## src/rtl/alu_cmd_sequencer.sv

```systemverilog
// Push-button command sequencer feeding operands and an opcode to an external ALU.
// Optional macro ALU_SEQ_DIVZERO_GUARD_EN suppresses divide/modulo-by-zero requests and flags err.
module alu_cmd_sequencer #(
    parameter int unsigned N               = 4,
    parameter int unsigned DEBOUNCE_CYCLES = 50000
) (
    input  logic         clk,
    input  logic         rst_n,
    input  logic [N-1:0] sw,
    input  logic         btn_enter,
    input  logic         btn_next,
    input  logic         btn_prev,
    output logic [N-1:0] alu_a,
    output logic [N-1:0] alu_b,
    output logic [3:0]   alu_control,
    output logic         alu_valid,
    input  logic         alu_ready,
    input  logic [N-1:0] alu_result,
    input  logic [3:0]   alu_flags,
    output logic [N-1:0] result_q,
    output logic [3:0]   flags_q,
    output logic [2:0]   state_q,
    output logic         err
);

    localparam int unsigned NUM_BTN = 3;
    localparam int unsigned CNT_W   = (DEBOUNCE_CYCLES > 1) ? $clog2(DEBOUNCE_CYCLES) : 1;
    localparam logic [CNT_W-1:0] CNT_MAX = CNT_W'(DEBOUNCE_CYCLES - 1);
    localparam logic [3:0] OP_MAX = 4'd9;

    typedef enum logic [2:0] {
        LOAD_A  = 3'd0,
        LOAD_B  = 3'd1,
        LOAD_OP = 3'd2,
        EXEC    = 3'd3,
        SHOW    = 3'd4
    } state_t;

    state_t state, state_d;

    logic [NUM_BTN-1:0] btn_raw;
    logic [NUM_BTN-1:0] sync_1, sync_2, deb, deb_prev;
    logic [CNT_W-1:0]   cnt [NUM_BTN];
    logic [NUM_BTN-1:0] press_c;
    logic               enter_c, next_c, prev_c, div0_c;

    logic [N-1:0] alu_a_d, alu_b_d, result_d;
    logic [3:0]   alu_control_d, flags_d;
    logic         err_d, alu_valid_d;

    assign btn_raw = {btn_prev, btn_next, btn_enter};

    // Synchronise each button, then accept a new level only after it holds for DEBOUNCE_CYCLES samples
    always_ff @(posedge clk) begin
        if (!rst_n) begin
            sync_1   <= '1;
            sync_2   <= '1;
            deb      <= '1;
            deb_prev <= '1;
            for (int i = 0; i < int'(NUM_BTN); i++) cnt[i] <= '0;
        end else begin
            sync_1   <= btn_raw;
            sync_2   <= sync_1;
            deb_prev <= deb;
            for (int i = 0; i < int'(NUM_BTN); i++) begin
                if (sync_2[i] == deb[i]) begin
                    cnt[i] <= '0;
                end else if (cnt[i] == CNT_MAX) begin
                    cnt[i] <= '0;
                    deb[i] <= sync_2[i];
                end else begin
                    cnt[i] <= cnt[i] + CNT_W'(1);
                end
            end
        end
    end

    // One-cycle press on each debounced falling edge; enter beats next beats prev
    assign press_c = deb_prev & ~deb;
    assign enter_c = press_c[0];
    assign next_c  = press_c[1] & ~press_c[0];
    assign prev_c  = press_c[2] & ~press_c[1] & ~press_c[0];

`ifdef ALU_SEQ_DIVZERO_GUARD_EN
    assign div0_c = ((alu_control == 4'd7) || (alu_control == 4'd9)) && (alu_b == '0);
`else
    assign div0_c = 1'b0;
`endif

    always_ff @(posedge clk) begin
        if (!rst_n) begin
            state       <= LOAD_A;
            alu_a       <= '0;
            alu_b       <= '0;
            alu_control <= '0;
            alu_valid   <= 1'b0;
            result_q    <= '0;
            flags_q     <= '0;
            err         <= 1'b0;
        end else begin
            state       <= state_d;
            alu_a       <= alu_a_d;
            alu_b       <= alu_b_d;
            alu_control <= alu_control_d;
            alu_valid   <= alu_valid_d;
            result_q    <= result_d;
            flags_q     <= flags_d;
            err         <= err_d;
        end
    end

    always_comb begin
        state_d       = state;
        alu_a_d       = alu_a;
        alu_b_d       = alu_b;
        alu_control_d = alu_control;
        result_d      = result_q;
        flags_d       = flags_q;
        err_d         = err;
        case (state)
            LOAD_A: begin
                if (enter_c) begin
                    alu_a_d = sw;
                    state_d = LOAD_B;
                end
            end
            LOAD_B: begin
                if (enter_c) begin
                    alu_b_d = sw;
                    state_d = LOAD_OP;
                end
            end
            LOAD_OP: begin
                if (enter_c) begin
                    state_d = EXEC;
                end else if (next_c) begin
                    alu_control_d = (alu_control >= OP_MAX) ? 4'd0 : alu_control + 4'd1;
                end else if (prev_c) begin
                    alu_control_d = (alu_control == 4'd0) ? OP_MAX : alu_control - 4'd1;
                end
            end
            EXEC: begin
                if (div0_c) begin
                    err_d   = 1'b1;
                    state_d = SHOW;
                end else if (alu_valid && alu_ready) begin
                    result_d = alu_result;
                    flags_d  = alu_flags;
                    state_d  = SHOW;
                end
            end
            SHOW: begin
                if (enter_c) begin
                    err_d   = 1'b0;
                    state_d = LOAD_A;
                end
            end
            default: state_d = LOAD_A;
        endcase
        // Operands and opcode cannot change on EXEC entry, so div0_c already reflects the issued request
        alu_valid_d = (state_d == EXEC) && !div0_c;
    end

    assign state_q = 3'(state);

endmodule
```

## config.mk

```make
export PLATFORM = sky130hd
export DESIGN_NAME = alu_cmd_sequencer
export DESIGN_NICKNAME = d
export VERILOG_FILES = /design/src/rtl/alu_cmd_sequencer.sv
export SDC_FILE = /design/constraint.sdc
export NUM_CORES = 1
export LEC_CHECK = 0
export ABC_CLOCK_PERIOD_IN_PS = 2000
export CAP_MARGIN = 20
export CORE_MARGIN = 2
export CORE_UTILIZATION = 50
export DETAILED_ROUTE_END_ITERATION = 10
export GPL_TIMING_DRIVEN = 0
export HOLD_SLACK_MARGIN = 0.06
export PLACE_DENSITY = 0.72
export SKIP_CTS_REPAIR_TIMING = 1
export SYNTH_ARGS = -nofsm -noshare
export SYNTH_HDL_FRONTEND = slang
export SYNTH_SLANG_ARGS = --single-unit
```

## constraint.sdc

```tcl
create_clock -name clk -period 2 [get_ports clk]
set_input_delay 0.4 -clock clk [delete_from_list [all_inputs] [get_ports clk]]
set_output_delay 0.4 -clock clk [all_outputs]
set_load 0.005 [all_outputs]
```

==> impl_metrics.env, run 1 <==
export IMPL_setup_viol_count_final=0
export IMPL_hold_path_end="sync_2[2]$_SDFF_PN1_"
export IMPL_post_layout_nonfiller_instances=609
export IMPL_setup_reg_to_reg_worst_slack_ns=0.16
export IMPL_worstMarginPinSlew_ns=0.7326
export IMPL_synth_seq_area_share_pct=51.11
export IMPL_clk_root_buf="sky130_fd_sc_hd__clkbuf_8"
export IMPL_vias=3064
export IMPL_final_net_count=524
export IMPL_grt_start_max_net_pins=15
export IMPL_route_detailed_vias_per_inst=5.031
export IMPL_critPathBufInv=3
export IMPL_worstPathRequired_ns=2.28
export IMPL_io_pin_count=43
export IMPL_fraction_of_layout_instances_using_a_drive_strength_above_1_pct=8.135
export IMPL_status="completed"
export IMPL_sum_neg_setup_slack_ns=0
export IMPL_synth_main_ff_cell="sky130_fd_sc_hd__edfxtp_1"
export IMPL_total_number_of_placement_rows=33
export IMPL_placed_cells=589
export IMPL_hold_class="reg2reg"
export IMPL_finalWeightedCongestion=0.8498
export IMPL_grt_util_met1_pct=24.18
export IMPL_coreArea_um2=8217
export IMPL_detail_route_wl_per_cell_um=12.51
export IMPL_normalized_max_slew_margin_pct=50.75
export IMPL_maxCapViolCount=0
export IMPL_biggest_fanout_along_the_worst_timing_path=10
export IMPL_netlist_area_um2=4230
export IMPL_globalRoute_busiestLayer="met2"
export IMPL_min_delay_path_depth=1
export IMPL_worst_ep_arrival_time_ns=2.13
export IMPL_die_y_um=95.98
export IMPL_syn2layout_area_growth_pct=23.96
export IMPL_syn_inst=396
export IMPL_place_port_buffers=41
export IMPL_report_final_hold_viol_count=0
export IMPL_gr_usage_met3_pct=5.951
export IMPL_cts_tree="yes"
export IMPL_reg2reg_from="cnt[2][1]$_SDFFCE_PN0P_"
export IMPL_most_numerous_cell_on_the_critical_path="sky130_fd_sc_hd__clkbuf_1"
export IMPL_grt_first_pass_wirelength_um=13150
export IMPL_number_of_cts_inserted_buffers=9
export IMPL_floorplan_die_width_um=95.98
export IMPL_detail_route_first_pass_iterations=4
export IMPL_number_of_cells_on_the_worst_reg_to_reg_path=6
export IMPL_ir_worst_vdd_uv=490.7
export IMPL_multiInputGateArea_um2=2158
export IMPL_startpoint_type="input port"
export IMPL_ys_seq_elements=84
export IMPL_synth_edf_count=48
export IMPL_cts_sink_count=84
export IMPL_crit_reg2reg_capture="cnt[2][7]$_SDFFCE_PN0P_"
export IMPL_utilization_pct=63.82
export IMPL_clock_insertion_delay_at_the_later_pin_of_the_skew_report_ns=0.35
export IMPL_postRouteWirelength_um=7616
export IMPL_period_needed_ns=1.855
export IMPL_critical_path_slowest_cell="sky130_fd_sc_hd__clkdlybuf4s50_1"
export IMPL_mostFrequentLayoutCells="52 x sky130_fd_sc_hd__nor2_1, 49 x sky130_fd_sc_hd__conb_1, 48 x sky130_fd_sc_hd__edfxtp_1"
export IMPL_dpl_cell_area_um2=4949
export IMPL_max_clock_freq_ghz=0.5390
export IMPL_clkTransAtPathRegs_ns=0.08
export IMPL_synth_distinct_cells=51
export IMPL_final_seq_area_um2=2162
export IMPL_criticalPathCategory="in2reg"
export IMPL_drt_first_iter_violations=118
export IMPL_n_antenna_cell=0
export IMPL_timing_max_transition_violations_final=0
export IMPL_finalInstanceArea_um2=5244
export IMPL_syn_mean_instance_area_um2=10.68
export IMPL_power_density_nw_per_um2=674.9
export IMPL_cpPeakStageDelay_ns=0.68
export IMPL_rsz0062_at_grt="false"
export IMPL_cts_htree_levels=3
export IMPL_grt_overflow_total=0
export IMPL_static_leakage_power_nw=1.862
export IMPL_ys_async_sr_fraction_pct=0
export IMPL_final_common_cell="sky130_fd_sc_hd__nor2_1"
export IMPL_cp_top_family="buffers and inverters"
export IMPL_via_count_of_the_first_global_routing_pass=2952
export IMPL_period_share_pct=92.77
export IMPL_fin_worst_skew_ns=0.009375
export IMPL_antenna_left=0
export IMPL_grtUsageTotal_pct=18.39
export IMPL_drc=0
export IMPL_initial_core_utilization_pct=51.48
export IMPL_list_of_cells_traversed_by_the_critical_path="clkdlybuf4s50_1 > clkbuf_1 > clkbuf_1 > nor2b_1"
export IMPL_antenna_found_initial=0
export IMPL_layout_filler_cells=680
export IMPL_cts_max_path_buffers=2
export IMPL_die_area_um2=9212
export IMPL_place_detailed_hpwl_um=5537
export IMPL_global_route_usage_met2_pct=28.82
export IMPL_cp_end_kind="register"
export IMPL_worstHoldStart="sync_1[2]$_SDFF_PN1_"
export IMPL_yosys_warnings=0
[routing by layer]
layer | routed length [um] | vias to the layer above
met3 | 351 | 7
met1 | 3646 | 1411
met5 | 0 | -
li1 | - | 1584
met4 | 79 | 0
met2 | 3537 | 62
[cells in the mapped netlist (4+ instances only)]
cell,count,area share (%)
sky130_fd_sc_hd__nor2_1,52,4.6
sky130_fd_sc_hd__edfxtp_1,48,34
sky130_fd_sc_hd__dfxtp_1,36,17
sky130_fd_sc_hd__xnor2_1,28,5.8
sky130_fd_sc_hd__nand3_1,22,2.6
sky130_fd_sc_hd__mux2i_1,19,4.5
sky130_fd_sc_hd__nor2b_1,19,2.8
sky130_fd_sc_hd__nand2b_1,17,2.5
sky130_fd_sc_hd__xor2_1,16,3.3
sky130_fd_sc_hd__nand2_1,13,1.2
sky130_fd_sc_hd__nand4_1,13,1.9
sky130_fd_sc_hd__inv_1,11,0.98
sky130_fd_sc_hd__nor3_1,11,1.3
sky130_fd_sc_hd__nor4_1,10,1.5
sky130_fd_sc_hd__clkbuf_1,8,0.71
sky130_fd_sc_hd__and3_1,7,1.0
sky130_fd_sc_hd__ha_1,7,2.1
sky130_fd_sc_hd__nor4bb_1,5,1.2
sky130_fd_sc_hd__a21oi_1,4,0.47
sky130_fd_sc_hd__buf_2,4,0.47
sky130_fd_sc_hd__nor4b_1,4,0.83
[how the worst max path moves through the flow]
stage,start,to,cells after the start
floorplan,cnt[2][0]$_SDFFCE_PN0P_,cnt[2][10]$_SDFFCE_PN0P_,6
global placement,rst_n,alu_control[0]$_SDFFE_PN0P_,4
detailed placement,rst_n,alu_b[2]$_SDFFE_PN0P_,4
CTS,cnt[2][0]$_SDFFCE_PN0P_,cnt[2][7]$_SDFFCE_PN0P_,6
global route,cnt[2][1]$_SDFFCE_PN0P_,cnt[2][0]$_SDFFCE_PN0P_,6
finish,rst_n,alu_b[2]$_SDFFE_PN0P_,4
[where the power goes]
| group | internal [mW] | total (mW) | switching (mW) |
|---|---|---|---|
| combinational | 0.0816 | 0.159 | 0.0771 |
| sequential | 1.87 | 1.93 | 0.0556 |
| clock | 0.864 | 1.45 | 0.591 |
| total | 2.82 | 3.54 | 0.723 |
[state kept, by name (all words and copies together) (netlist names), 3 cells and up]
name,cells
flags_q,4
cnt,48
deb,3
alu_b,4
alu_control,4
alu_a,4
sync_2,3
result_q,4
state_q,3
deb_prev,3
sync_1,3
[final cells by class]
type | instances | area share (%)
Inverter | 11 | 0.7874
Sequential cell | 84 | 41.23
Clock inverter | 6 | 2.124
Buffer | 13 | 1.169
Tap cell | 105 | 2.505
Clock buffer | 10 | 2.625
Timing Repair Buffer | 45 | 8.399
Multi-Input combinational cell | 335 | 41.16
[worst register-to-register path: cells and delay by family, from the launching register on]
family	cells	cell delay, ns
DFF	1	0.44
and+or+nand+nor	4	0.65
adders and majority gates	1	0.26
buffers and inverters	1	0.24
[stage by stage]
| step | power (mW) | worst slack [ns] | hold slack (ns) |
|---|---|---|---|
| after floorplan | 2.048 | 0.2364 | 0.3863 |
| after global routing | 3.691 | 0.01882 | 0.4336 |
| after CTS | 3.571 | -0.1575 | 0.4172 |
| final | 3.539 | 0.1446 | 0.4142 |
| after detailed placement | 2.115 | -0.2258 | 0.3980 |
| after global placement | 2.111 | -0.1632 | 0.3893 |
[cell families after synthesis]
logic type,after synthesis,synth area share (%)
AND/OR/NAND/NOR,193,26.41
flip-flops,84,51.11
XOR/XNOR,44,9.110
buffers and inverters,24,2.337
AO/OA/AOI/OAI,23,4.289
multiplexers,19,4.496
adder cells (fa/ha/maj),7,2.070
other,2,0.1775
Note: power is estimated with default switching activity, not from simulation.
==> inputs of run 2 (changes only) <==
--- a/config.mk
+++ b/config.mk
@@ -5,7 +5,7 @@
 export SDC_FILE = /design/constraint.sdc
 export NUM_CORES = 1
 export LEC_CHECK = 0
-export ABC_CLOCK_PERIOD_IN_PS = 2000
+export ABC_CLOCK_PERIOD_IN_PS = 2400
 export CAP_MARGIN = 20
 export CORE_MARGIN = 2
 export CORE_UTILIZATION = 50
==> constraint.sdc (replaced) <==
create_clock -name clk -period 2.4 [get_ports clk]
set_input_delay 0.48 -clock clk [delete_from_list [all_inputs] [get_ports clk]]
set_output_delay 0.48 -clock clk [all_outputs]
set_load 0.005 [all_outputs]
==> impl_metrics.env, run 2 (same netlist as run 1, synthesis figures left out) <==
export IMPL_worstPathRequired_ns=2.49
export IMPL_regMostFlops="cnt"
export IMPL_cts_tree="yes"
export IMPL_hold_class="reg2reg"
export IMPL_total_number_of_placement_rows=33
export IMPL_post_layout_nonfiller_instances=605
export IMPL_coreArea_um2=8217
export IMPL_n_antenna_cell=0
export IMPL_largest_register_ffs=48
export IMPL_sum_neg_setup_slack_ns=0
export IMPL_maxCapViolCount=0
export IMPL_period_needed_ns=2.111
export IMPL_vias=3027
export IMPL_global_route_usage_met2_pct=28.82
export IMPL_criticalPathCategory="reg2reg"
export IMPL_antenna_left=0
export IMPL_globalRoute_busiestLayer="met2"
export IMPL_gr_usage_met3_pct=5.951
export IMPL_grt_first_pass_wirelength_um=13150
export IMPL_period_share_pct=87.95
export IMPL_die_y_um=95.98
export IMPL_finalWeightedCongestion=0.8498
export IMPL_cts_sink_count=84
export IMPL_die_area_um2=9212
export IMPL_via_count_of_the_first_global_routing_pass=2952
export IMPL_setup_viol_count_final=0
export IMPL_worst_ep_arrival_time_ns=2.21
export IMPL_cp_end_kind="register"
export IMPL_multiInputGateArea_um2=2146
export IMPL_placed_cells=589
export IMPL_max_clock_freq_ghz=0.4737
export IMPL_ir_worst_vdd_uv=409.5
export IMPL_floorplan_die_width_um=95.98
export IMPL_number_of_cells_on_the_worst_reg_to_reg_path=6
export IMPL_timing_max_transition_violations_final=0
export IMPL_grt_overflow_total=0
export IMPL_final_common_cell="sky130_fd_sc_hd__nor2_1"
export IMPL_clock_insertion_delay_at_the_later_pin_of_the_skew_report_ns=0.35
export IMPL_power_density_nw_per_um2=566.6
export IMPL_worstMarginPinSlew_ns=0.7002
export IMPL_postRouteWirelength_um=7536
export IMPL_io_pin_count=43
export IMPL_drc=0
export IMPL_fin_worst_skew_ns=0.01088
export IMPL_grt_util_met1_pct=24.18
export IMPL_final_net_count=520
export IMPL_clkTransAtPathRegs_ns=0.08
export IMPL_cts_htree_levels=3
export IMPL_detail_route_first_pass_iterations=4
export IMPL_antenna_found_initial=0
export IMPL_min_delay_path_depth=1
export IMPL_initial_core_utilization_pct=51.48
export IMPL_clk_root_buf="sky130_fd_sc_hd__clkbuf_8"
export IMPL_grt_start_max_net_pins=15
export IMPL_drt_first_iter_violations=134
export IMPL_rsz0062_at_grt="false"
export IMPL_mostFrequentLayoutCells="52 x sky130_fd_sc_hd__nor2_1, 49 x sky130_fd_sc_hd__conb_1, 48 x sky130_fd_sc_hd__edfxtp_1"
export IMPL_layout_filler_cells=686
export IMPL_static_leakage_power_nw=1.840
export IMPL_place_detailed_hpwl_um=5537
export IMPL_place_port_buffers=41
export IMPL_fraction_of_layout_instances_using_a_drive_strength_above_1_pct=6.200
export IMPL_biggest_fanout_along_the_worst_timing_path=10
export IMPL_detail_route_wl_per_cell_um=12.46
export IMPL_report_final_hold_viol_count=0
export IMPL_final_seq_area_um2=2162
export IMPL_syn2layout_area_growth_pct=22.86
export IMPL_startpoint_type="register"
export IMPL_normalized_max_slew_margin_pct=52.93
export IMPL_cts_max_path_buffers=2
export IMPL_grtUsageTotal_pct=18.39
export IMPL_status="completed"
export IMPL_number_of_cts_inserted_buffers=9
export IMPL_route_detailed_vias_per_inst=5.003
==> run 2: final timing paths <==
kind                                         startpoint                 endpoint  slack, ns
worst max-delay path            cnt[2][0]$_SDFFCE_PN0P_  cnt[2][7]$_SDFFCE_PN0P_       0.29
worst min-delay path               sync_1[2]$_SDFF_PN1_     sync_2[2]$_SDFF_PN1_       0.42
worst max register to register  cnt[2][0]$_SDFFCE_PN0P_  cnt[2][7]$_SDFFCE_PN0P_       0.29
worst min register to register     sync_1[2]$_SDFF_PN1_     sync_2[2]$_SDFF_PN1_       0.42
==> run 2: metal layers <==
metal / wire, um / part of all wire (%) / vias to the layer above
li1: - / - / 1570
met4: 79 / 1.0 / 0
met5: 0 / 0 / -
met1: 3623 / 48 / 1398
met3: 334 / 4.4 / 6
met2: 3499 / 46 / 53
==> run 2: where the power goes <==
| part | switching, mW | leakage (nW) | internal (mW) |
|---|---|---|---|
| clock | 0.493 | 0.124 | 0.720 |
| sequential | 0.0482 | 0.787 | 1.56 |
| combinational | 0.0607 | 0.929 | 0.0646 |
==> run 2: cell type report <==
type                       count  area share [%]
sequential                    84           41.60
multi-input combinational    335           41.29
timing repair buffer          41           7.896
clock buffer                  10           2.648
tap                          105           2.528
clock inverter                 6           2.143
buffer                        13           1.107
inverter                      11          0.7944
==> run 2: metrics by stage <==
stage / total power, mW / setup WS [ns] / area [um^2] / hold WS, ns / util [%]
2_1_floorplan: 1.707 / 0.6364 / 4407 / 0.3863 / -
3_3_place_gp: 1.759 / 0.1568 / 4949 / 0.3893 / 60.23
3_5_place_dp: 1.763 / 0.09416 / 4949 / 0.3980 / 60.23
4_1_cts: 2.975 / 0.2425 / 5197 / 0.4172 / 63.26
5_1_grt: 3.071 / 0.08671 / 5197 / 0.4336 / 63.26
6_report: 2.945 / 0.2891 / 5197 / 0.4151 / 63.26
==> run 2: critical path, stage by stage (launching register included) <==
cell and delay, ns:
sky130_fd_sc_hd__edfxtp_1 0.45, sky130_fd_sc_hd__ha_1 0.28, sky130_fd_sc_hd__and3_1 0.22, sky130_fd_sc_hd__nand4_1 0.16
sky130_fd_sc_hd__nand3_1 0.26, sky130_fd_sc_hd__clkbuf_1 0.40, sky130_fd_sc_hd__nor2_1 0.10
==> inputs of run 3 (changes only) <==
--- a/config.mk
+++ b/config.mk
@@ -5,7 +5,7 @@
 export SDC_FILE = /design/constraint.sdc
 export NUM_CORES = 1
 export LEC_CHECK = 0
-export ABC_CLOCK_PERIOD_IN_PS = 2400
+export ABC_CLOCK_PERIOD_IN_PS = 2600
 export CAP_MARGIN = 20
 export CORE_MARGIN = 2
 export CORE_UTILIZATION = 50
==> constraint.sdc (replaced) <==
create_clock -name clk -period 2.6 [get_ports clk]
set_input_delay 0.52 -clock clk [delete_from_list [all_inputs] [get_ports clk]]
set_output_delay 0.52 -clock clk [all_outputs]
set_load 0.005 [all_outputs]
==> results of run 3 <==
The final DEF is identical to that of run 2. Status: completed.
Main changes from that run: setup slack after placement 0.09416 ns -> 0.2542 ns; setup slack after layout 0.2891 ns -> 0.4891 ns; register-to-register setup slack 0.29 ns -> 0.49 ns; total power 2.945 mW -> 2.719 mW; worst IR drop on VDD 409.5 uV -> 378.0 uV
==> variant 1, RTL diff (settings of run 3) <==
Make the reset (`rst_n`) asynchronous in 2 clocked blocks.
--- a/src/rtl/alu_cmd_sequencer.sv
+++ b/src/rtl/alu_cmd_sequencer.sv
@@ -51,7 +51,7 @@
     assign btn_raw = {btn_prev, btn_next, btn_enter};
 
     // Synchronise each button, then accept a new level only after it holds for DEBOUNCE_CYCLES samples
-    always_ff @(posedge clk) begin
+    always_ff @(posedge clk or negedge rst_n) begin
         if (!rst_n) begin
             sync_1   <= '1;
             sync_2   <= '1;
@@ -87,7 +87,7 @@
     assign div0_c = 1'b0;
 `endif
 
-    always_ff @(posedge clk) begin
+    always_ff @(posedge clk or negedge rst_n) begin
         if (!rst_n) begin
             state       <= LOAD_A;
             alu_a       <= '0;
Function: no difference found for any inputs over 10 cycles, from zero or initial values and one cycle with rst_n low; that may be too few to reach the edited logic, so the function may still have changed.
==> variant 1 against run 3 <==
Worst setup slack gained 20 ps. Final area shrank 9.0%. Fmax grew 0.98%. Routed wire length shrank 6.1%. Largest cell class unchanged. Synthesized cell count shrank 10%. Sequential cell count is the same. Synthesized area shrank 7.0%. Global-route usage shrank 0.40 points. Power shrank 7.6%. Hold slack lost 53 ps.
==> variant 1: results <==
{
  "rrSetupSlack_ps": 510,
  "use_met1_pct": 23.08,
  "critPathMaxFanout": 7,
  "met3WireLength_um": 326,
  "worstHoldEndpoint": "sync_2[1]",
  "grtUsageMet3_pct": 5.452,
  "wl_per_cell_um": 13.66,
  "place_area_sq_mm": 0.004496,
  "grt_usage_pct": 18.00,
  "status": "completed",
  "fillCellCount": 651,
  "synthTopCellsByCount": "dfrtp_1 (72), nor2_1 (47), nand3_1 (22), xnor2_1 (21), xor2_1 (20)",
  "synth_top_area_cell": "dfrtp_1",
  "first_global_vias": 2769,
  "r2r_end": "alu_control[3]",
  "avgViaCountPerCell": 5.357,
  "nets": 436,
  "place_congestion": 0.8348,
  "drive_above_1_share_pct": 15.14,
  "wl_met1_um": 3369,
  "clockBufferDepth": 2,
  "drt_iter0_markers": 63,
  "wl_met2_um": 3291,
  "use_met2_pct": 29.32,
  "slowest_stage": "or3b_2",
  "grt_pass1_wl_um": 12370,
  "worst_path_largest_cell_delay_ps": 490,
  "power_leakage_nw": 1.945,
  "ir_drop_uv": 323.5,
  "seq_area_frac_synth_pct": 53.83,
  "reg2reg_from": "alu_control[0]",
  "async_flop_share_pct": 100.0,
  "slew_headroom_pct": 53.63,
  "hpwlAfterDp_um": 5007,
  "worst_ep_arrival_time_ps": 2380,
  "synthTopCellsByArea": "dfrtp_1 (46%), dfstp_2 (8.0%), mux2_2 (5.4%)",
  "grt_max_degree": 66,
  "hold_path_depth": 0,
  "finalClockSkew_ps": 16.51
}
-- variant 1: cell types whose count changed after synthesis, sizes merged, moves of 5 or more --
cell	run 3	this run
dfstp	0	12
edfxtp	48	0
mux2	0	19
nand2b	17	6
mux2i	19	1
dfxtp	36	0
nor2b	19	2
a21oi	4	9
dfrtp	0	72
xnor2	28	21
-- variant 1: stage by stage --
step	instances	worst slack [ps]	total power (W)	util, %	hold slack (ps)
after global placement	499	-1893	0.001512	58.15	347.1
after detailed placement	500	478.2	0.001521	58.48	351.0
final	518	509.6	0.002512	61.56	362.5
after global routing	518	419.4	0.002620	61.56	371.2
after CTS	516	465.6	0.002543	61.36	38.79
after floorplan	356	725.3	0.001426	-	224.4
-- variant 1: worst max-delay path by stage --
stage / end / startpoint / slack (ps) / cells after the start
3_3_place_gp: cnt[19] / rst_n / -1890 / 1
4_1_cts: alu_a[0] / deb_prev[0] / 470 / 3
6_report: alu_control[3] / alu_control[0] / 510 / 6
5_1_grt: alu_control[3] / alu_control[0] / 420 / 6
3_5_place_dp: alu_a[1] / state_q[0] / 480 / 3
2_1_floorplan: alu_control[3] / alu_control[0] / 730 / 6
-- variant 1: kinds of logic (layout without fill, tap and decap cells) --
| logic type | after synthesis | in the layout | share of synthesized area, % |
|---|---|---|---|
| mux | 20 | 20 | 5.695 |
| other cells | 1 | 1 | 0.09536 |
| flops | 84 | 84 | 53.83 |
| fa+ha+maj | 7 | 7 | 2.227 |
| simple gates | 155 | 155 | 21.32 |
| buf+inv | 16 | 76 | 1.845 |
| compound gates | 32 | 32 | 5.855 |
| xor+xnor | 41 | 41 | 9.132 |
-- variant 1: power by group --
| part | leakage [nW] | switching [W] | internal, W | total, W |
|---|---|---|---|---|
| sequential | 1.10 | 0.0000238 | 0.00134 | 0.00136 |
| combinational | 0.734 | 0.0000608 | 0.0000717 | 0.000133 |
| clock | 0.106 | 0.000472 | 0.000546 | 0.00102 |
| total | 1.94 | 0.000557 | 0.00195 | 0.00251 |
-- variant 1: layout make-up --
| cell class | count | area [sq um] | share of cell area, % |
|---|---|---|---|
| Buffer | 8 | 42.54 | 0.8990 |
| Clock buffer | 9 | 123.9 | 2.618 |
| Clock inverter | 7 | 97.59 | 2.062 |
| Inverter | 8 | 30.03 | 0.6346 |
| Multi-Input combinational cell | 256 | 1743 | 36.83 |
| Sequential cell | 84 | 2117 | 44.74 |
| Tap cell | 102 | 127.6 | 2.697 |
| Timing Repair Buffer | 44 | 450.4 | 9.519 |
-- variant 1: critical path, delay by kind of cell, from the launching register on --
family | cells | cell delay (ps)
flops | 1 | 470
compound gates | 3 | 710
fa+ha+maj | 1 | 210
buf+inv | 1 | 160
simple gates | 1 | 490
==> variant 2, RTL diff (settings of run 3) <==
Made on the original files. Set the parameter `DEBOUNCE_CYCLES` to 25000 (it was 50000).
--- a/src/rtl/alu_cmd_sequencer.sv
+++ b/src/rtl/alu_cmd_sequencer.sv
@@ -2,7 +2,7 @@
 // Optional macro ALU_SEQ_DIVZERO_GUARD_EN suppresses divide/modulo-by-zero requests and flags err.
 module alu_cmd_sequencer #(
     parameter int unsigned N               = 4,
-    parameter int unsigned DEBOUNCE_CYCLES = 50000
+    parameter int unsigned DEBOUNCE_CYCLES = 25000
 ) (
     input  logic         clk,
     input  logic         rst_n,
Function: same outputs for any inputs over 10 cycles, from zero or initial values and one cycle with rst_n low; that may be too few to reach the edited logic, so the function may still have changed.
==> variant 2 against run 3 <==
Worst setup slack better by 100 ps. Largest cell class unchanged. Sequential share of layout area increased by 0.32 points. Hold slack lost 28 ps. Sequential cell count down 3. Die area down 4.4%. Critical path type unchanged. Power is 7.9% lower. Synthesized cell count down 1.0%. Synthesized area decreased by 4.6%. Largest power group unchanged. Non-clock buffer count down 2. First-iteration DRC count rose by 39%. Routed wire length decreased by 2.0%. Final area decreased by 4.9%.
==> variant 2: results <==
{
  "synth_most_common_cell": "nor2_1",
  "muxShareOfSynthArea_pct": 3.473,
  "drive_above_1_share_pct": 6.098,
  "status": "completed",
  "grt_usage_pct": 18.39,
  "synth_compound_area_share_pct": 7.504,
  "synthTopCellsByArea": "edfxtp_1 (33%), dfxtp_1 (18%), xnor2_1 (4.8%)",
  "place_area_sq_mm": 0.004728,
  "nNonClkInverters": 14,
  "seq_area_frac_synth_pct": 51.35,
  "synth_edf_count": 45,
  "wl_met1_um": 3386,
  "synthTopCellsByCount": "nor2_1 (51), edfxtp_1 (45), dfxtp_1 (36), nand2_1 (22), xnor2_1 (22)",
  "num_vias": 2961,
  "seq-cell-share_pct": 41.91,
  "fillCellCount": 671,
  "holdCritPathClass": "primary input to register",
  "nets": 512,
  "p_per_area_mw_per_mm2": 506.7,
  "seq_cell_power_w": 0.00142,
  "num-nonclk-buffers": 52,
  "chipWidth_um": 93.84,
  "wl_met2_um": 3522,
  "clkbuf_count": 12,
  "wirelength_um": 7385,
  "synth_xor_area_share_pct": 8.465,
  "worst_ep_arrival_time_ps": 2110,
  "clockNetworkAreaShare_pct": 4.353,
  "root_buffer": "clkbuf_8",
  "antenna_found_initial": 0,
  "switching_share_pct": 21.42,
  "synth.distinct_cells": 57,
  "slew_headroom_pct": 64.03,
  "ir_drop_uv": 315.7,
  "async_flop_share_pct": 0,
  "met3WireLength_um": 372,
  "grt_max_degree": 14,
  "yosys.area_share.adder_pct": 2.171,
  "power_leakage_nw": 1.838,
  "grt_pass1_wl_um": 12880,
  "drt_iter0_markers": 186,
  "largest_reg_flops": 45,
  "worst_path_largest_cell_delay_ps": 480,
  "portBuffers": 40,
  "place_congestion": 0.8119,
  "clockBufferDepth": 2,
  "n_antenna_cell": 0,
  "nMultiInputCombCells": 329,
  "clk_pin_slew_ps": 80,
  "first_global_vias": 2900,
  "multi_input_area_sq_mm": 0.002014,
  "hpwlAfterDp_um": 5319,
  "ys_seq_elements": 81,
  "finalClockSkew_ps": 7.161,
  "buffer_area_share_pct": 9.339,
  "p_comb_w": 0.000112,
  "critPathMaxFanout": 10
}
variant 2: changes by cell type after synthesis, moves of 3 or more:
| cell | delta |
|---|---|
| edfxtp_1 | -3 |
| a21boi_0 | +3 |
| a21oi_1 | +6 |
| mux2i_1 | -5 |
| inv_1 | +3 |
| nand2_1 | +9 |
| nand3_1 | -3 |
| nor4bb_1 | -4 |
| nand4_4 | -3 |
| nor2b_1 | -5 |
| xnor2_1 | -6 |
| nor3_1 | -3 |
variant 2: final timing paths:
| path | from | to | slack, ps | cells after the start |
|---|---|---|---|---|
| worst max-delay path | cnt[2][9] | cnt[2][12] | 590 | 5 |
| worst min register to register | sync_1[2] | sync_2[2] | 420 | 1 |
| worst min-delay path | rst_n | sync_2[1] | 390 | 2 |
| worst max register to register | cnt[2][9] | cnt[2][12] | 590 | 5 |
variant 2: per-layer routing:
metal	global-route usage [%]	up-vias
li1	-	1533
met1	22.93	1377
met2	29.76	43
met3	5.457	8
met4	7.609	0
met5	0	-
variant 2: stage by stage:
| step | utilization (%) | worst slack [ps] | instances | hold WS [ps] |
|---|---|---|---|---|
| after floorplan | - | 910.1 | 436 | 386.3 |
| after global placement | 60.87 | 683.2 | 578 | 389.4 |
| after detailed placement | 60.87 | 612.9 | 578 | 394.0 |
| after CTS | 63.64 | 594.4 | 594 | 373.5 |
| after global routing | 63.64 | 471.5 | 594 | 372.6 |
| final | 63.64 | 589.1 | 594 | 387.1 |
variant 2: cell families (layout without fill, tap and decap cells):
family | after synthesis | count (layout)
xor gates and xnor gates | 39 | 39
DFF | 81 | 81
muxes | 14 | 14
adders and majority gates | 7 | 7
other | 2 | 46
and+or+nand+nor | 182 | 182
buffers and inverters | 26 | 82
AOI/OAI and AO/OA | 41 | 41
